==> config.mk <==
export PLATFORM = sky130hd
export DESIGN_NAME = blink_round_ctrl
export DESIGN_NICKNAME = d
export VERILOG_FILES = /design/src/rtl/blink_round_ctrl.sv
export SDC_FILE = /design/constraint.sdc
export NUM_CORES = 1
export LEC_CHECK = 0
export BUFFER_PORTS_ARGS = -buffer_cell sky130_fd_sc_hd__buf_2
export CAP_MARGIN = 20
export CORE_AREA = 2 2 153 155
export DETAILED_ROUTE_END_ITERATION = 10
export DIE_AREA = 0 0 155 157
export SLEW_MARGIN = 10
export SYNTH_ARGS = -nofsm -noshare
export SYNTH_HDL_FRONTEND = slang
export SYNTH_SLANG_ARGS = --single-unit
==> constraint.sdc <==
create_clock -name clk -period 2.1 [get_ports clk]
set_input_delay 0.42 -clock clk [delete_from_list [all_inputs] [get_ports clk]]
set_output_delay 0.42 -clock clk [all_outputs]
set_load 0.02 [all_outputs]
==> src/rtl/blink_round_ctrl.sv <==
// Round controller for the BLINK block cipher: sequences ROUNDS passes through an external
// MixColumns_AddKey stage. Optional key whitening on load: define BLINK_ROUND_CTRL_WHITEN_EN.
module blink_round_ctrl #(
  parameter int ROUNDS = 16,
  parameter int RK_W   = 5
) (
  input  logic            clk,
  input  logic            rst_n,
  input  logic            clear,
  input  logic            in_valid,
  output logic            in_ready,
  input  logic [63:0]     in_data,
  output logic [RK_W-1:0] rk_idx,
  input  logic [63:0]     rk_data,
  output logic [63:0]     mc_in,
  output logic [63:0]     mc_key,
  input  logic [63:0]     mc_out,
  output logic            out_valid,
  input  logic            out_ready,
  output logic [63:0]     out_data,
  output logic            busy
);

  localparam logic [1:0] IDLE = 2'd0;
  localparam logic [1:0] RUN  = 2'd1;
  localparam logic [1:0] DONE = 2'd2;

  localparam logic [RK_W-1:0] LAST_RND = RK_W'(ROUNDS - 1);

`ifdef BLINK_ROUND_CTRL_WHITEN_EN
  // Key 0 is consumed by the whitening XOR at load, so the rounds start at key 1.
  localparam logic [RK_W-1:0] BASE = RK_W'(1);
`else
  localparam logic [RK_W-1:0] BASE = RK_W'(0);
`endif

  logic [1:0]      state;
  logic [1:0]      state_nxt;
  logic [RK_W-1:0] rnd;
  logic [63:0]     state_reg;
  logic [63:0]     load_data;
  logic            accept;

  // in_ready depends only on state, clear and out_ready, never on in_valid.
  assign in_ready  = ~clear & ((state == IDLE) | ((state == DONE) & out_ready));
  assign accept    = in_valid & in_ready;
  assign rk_idx    = (state == RUN) ? rnd + BASE : '0;
  assign mc_in     = state_reg;
  assign mc_key    = rk_data;
  assign out_valid = (state == DONE);
  assign out_data  = state_reg;
  assign busy      = (state == RUN);

`ifdef BLINK_ROUND_CTRL_WHITEN_EN
  assign load_data = in_data ^ rk_data;
`else
  assign load_data = in_data;
`endif

  always_comb begin
    state_nxt = state;
    if (clear) begin
      state_nxt = IDLE;
    end else begin
      case (state)
        IDLE: if (accept) state_nxt = RUN;
        RUN:  if (rnd == LAST_RND) state_nxt = DONE;
        DONE: begin
          if (accept) state_nxt = RUN;
          else if (out_ready) state_nxt = IDLE;
        end
        default: state_nxt = IDLE;
      endcase
    end
  end

  always_ff @(posedge clk or negedge rst_n) begin
    if (!rst_n) begin
      state     <= IDLE;
      rnd       <= '0;
      state_reg <= '0;
    end else begin
      state <= state_nxt;
      // The counter parks at 0 outside RUN so it can never run past the last round.
      if (clear || accept) begin
        rnd <= '0;
      end else if (state == RUN) begin
        rnd <= (rnd == LAST_RND) ? '0 : rnd + 1'b1;
      end
      if (!clear) begin
        if (accept) begin
          state_reg <= load_data;
        end else if (state == RUN) begin
          state_reg <= mc_out;
        end
      end
    end
  end

endmodule

==> out/results.tsv <==
stage	metric	value	unit
synth	synth_cells	379	
routing	vias_per_cell	3.93	
setup_path	crit_fanout	10	
layout	largest_reg_flops	64	
sta	finalHoldViolations	0	
floorplanning	initial_core_util	20.2	%
setup_path	endpoint_kind	primary output	
synth	yosys.area_share.adder	0.276	%
synth	synth_fp_nets	577	
sta	fin_crit_sh	94.7	%
setup_path	path_class	reg -> out	
layout	stdcell_count	813	
power_and_ir_drop	cellLeakagePower	2.68	nW
synth	muxShareOfSynthArea	31.8	%
global_routing	grt_antenna_before_repair	0	
clocking	clockRootBuffer	clkbuf_16	
synth	synth_area_per_cell	12.0	um2
place	dpl.hpwl	9320	um
layout	fill_cells	2429	
synth	ys_seq_elements	71	
place	dp_cells	797	
routing	routed_wl	12000	um
run_status	status	complete, no violations	
sta	timing.hold.ws	0.00153	ns
setup_path	slowest_stage	dfrtp_1	
place	placed_cell_area	5300	um2
sta	rsz0062_at_grt	no	
sta	fin_crit	1.99	ns
floorplanning	die_x	155	um
global_routing	grt_overflow	0	
global_routing	grt_max_degree	38	
clocking	path_clk_slew	0.06	ns
place	gp_congestion	0.716	
clocking	cts_buffers	9	
layout	layout-drive-gt1-share	78.0	%
sta	fmax	503	MHz
layout	nets	721	
place	io_buffers	268	
setup_path	required	1.68	ns
setup_path	critPathMaxStageDelay	0.43	ns
clocking	cts_tree	done	
setup_path	r2r_cells	4	
clocking	cts_sinks	71	
routing	drt_iter0_drc	104	
floorplanning	fp-row-count	55	
sta	slew_headroom	72.2	%
sta	slew_violations	0	
global_routing	grt_usage	9.64	%
run	max-cap-violations	0	
routing	drc_errors	0	
clocking	cts_buffer_depth	2	
hold_path	min-delay-path-class	in -> async	
synth	synth_top_family_by_area	multiplexers	
setup_path	crit_start	state[1]	
power_and_ir_drop	p_per_area	1040	nW/um2
synth	synth.cell_area	4540	um2
setup_path	critPathLaunchType	flop	
sta	fin_skew	0.00878	ns
synth	synth_compound_area_share	1.16	%
floorplanning	die_area	24300	um2
routing	first_pass_iters	4	
layout	fin_area	5600	um2
layout	diodes	0	
clocking	clk_latency	0.34	ns
sta	setup_tns	0	ns
synth	ys_seq_area_share	39.1	%
setup_path	reg2reg_slack	0.29	ns
floorplanning	ios	397	
routing	num_vias	3196	
setup_path	crit_arrival	1.57	ns
sta	tightest_slew	0.416	ns
routing	ant_nets	0	
routing	wire_per_inst	14.8	um
synth	synthSimpleGateAreaFrac	3.58	%
clocking	htreeDepth	3	
layout	syn_to_final_growth	23.4	%
power_and_ir_drop	irDropWorstVdd	0.000360	V
clocking	cts_hold_buf	0	
floorplanning	die_h	157	um
synth	synth_cell_types	32	
setup_path	rr_endpoint	mc_in[7]	
setup_path	path_cells	nand2b_2, clkinvlp_4, and2_1, buf_2	
floorplanning	core_area	22500	um2
setup_path	critPathCapture	rk_idx[2]	
sta	finalSetupViolCount	0	
synth	yosysWarnings	0	
global_routing	grt_pass1_wl	17800	um
synth	synth_xor_area_share	0.193	%
setup_path	r2r_start	state[0]	
global_routing	grt_pass1_vias	3183	
==> synth_stat cells <==
library cell	instances	area share, %
and2_1	4	0.55
or2_1	1	0.14
or3_1	1	0.14
a31oi_1	1	0.14
nor2_1	3	0.25
ha_1	1	0.28
nand3_1	2	0.22
o41ai_1	1	0.19
mux2_1	12	3.0
or4_1	1	0.17
a21oi_1	1	0.11
buf_2	6	0.66
clkinv_1	1	0.083
nand4_1	2	0.28
dfrtp_1	71	39
nand4b_1	1	0.19
nor3_4	1	0.36
nor4bb_1	1	0.22
buf_6	3	0.74
nand3b_1	1	0.17
nand2b_1	1	0.14
xor2_1	1	0.19
a21o_1	1	0.17
a22oi_1	1	0.17
buf_4	134	22
mux2_2	116	29
nor2b_1	2	0.28
o311ai_0	2	0.39
inv_1	3	0.25
and4b_1	1	0.22
nor3_1	1	0.11
nor3b_1	1	0.17
==> cell type report <==
class                   count  area (um2)  share of cell area (%)
clock inverters             6        60.1                    1.07
clock buffers              10         239                    4.27
flip-flops and latches     71        1780                    31.7
inverters                   4        18.8                   0.335
well taps                 285         357                    6.36
repair buffers            276        1470                    26.2
multi-input cells         161        1690                    30.1
==> timing repair <==
item	4_1_cts	5_1_grt
setup endpoints to repair	0	4
setup buffers	0	0
resized for setup	0	2
==> power breakdown <==
part / internal (mW) / total, mW / leakage (nW) / switching, mW
combinational: 1.01 / 2.33 / 1.69 / 1.32
sequential: 1.68 / 1.92 / 0.844 / 0.234
clock: 0.946 / 1.57 / 0.144 / 0.620
total: 3.64 / 5.82 / 2.68 / 2.18
==> worst max-delay path, delay by kind of cell, from the launching register on <==
kind	cells	cell delay, ns
flops	1	0.43
buf+inv	2	0.36
simple gates	2	0.44
==> per-stage QoR <==
| step | util (%) | power [mW] | setup WS [ns] |
|---|---|---|---|
| after floorplan | - | 3.99 | 0.198 |
| after CTS | 24.9 | 5.96 | 0.00384 |
| final | 24.9 | 5.82 | 0.111 |
| after global routing | 24.9 | 6.20 | 0.0385 |
| after global placement | 23.5 | 4.29 | 0.208 |
| after detailed placement | 23.5 | 4.32 | 0.174 |
==> how the worst min path moves through the flow <==
stage          cells after the start  startpoint  slack (ns)        end
6_report                           1       rst_n       0.002     rnd[2]
5_1_grt                            1       rst_n        0.02     rnd[2]
4_1_cts                            1       rst_n        0.02  mc_in[49]
3_5_place_dp                       1       rst_n        0.38     rnd[2]
3_3_place_gp                       1       rst_n        0.39     rnd[2]
2_1_floorplan                      0       rst_n        0.12   mc_in[0]
==> placed cells by master (no fill, tap or decap), drive strengths merged, types with 2 or more instances in the layout <==
cell and n:
o311ai 2, nand4 2, clkbuf 10, mux2 128, clkinv 3, buf 276, inv 3, clkinvlp 3
and2 4, dfrtp 71, nor2b 2, nand3 2, nor3 2, nor2 3
==> cell families (layout without fill, tap and decap cells) <==
logic type	Yosys count	after routing
adders and majority gates	1	1
DFF	71	71
AOI/OAI and AO/OA	7	7
buffers and inverters	147	296
muxes	128	128
xor gates and xnor gates	1	1
and+or+nand+nor	24	24
==> metal layers <==
metal	up-vias	GRT usage, %	part of all wire, %	routed length, um
li1	1456	-	-	-
met4	0	4.72	3.1	375
met5	-	0	0	0
met3	38	3.30	8.6	1030
met2	168	17.3	52	6260
met1	1534	10.1	36	4330
No activity file was read; power rests on OpenSTA's default activity.
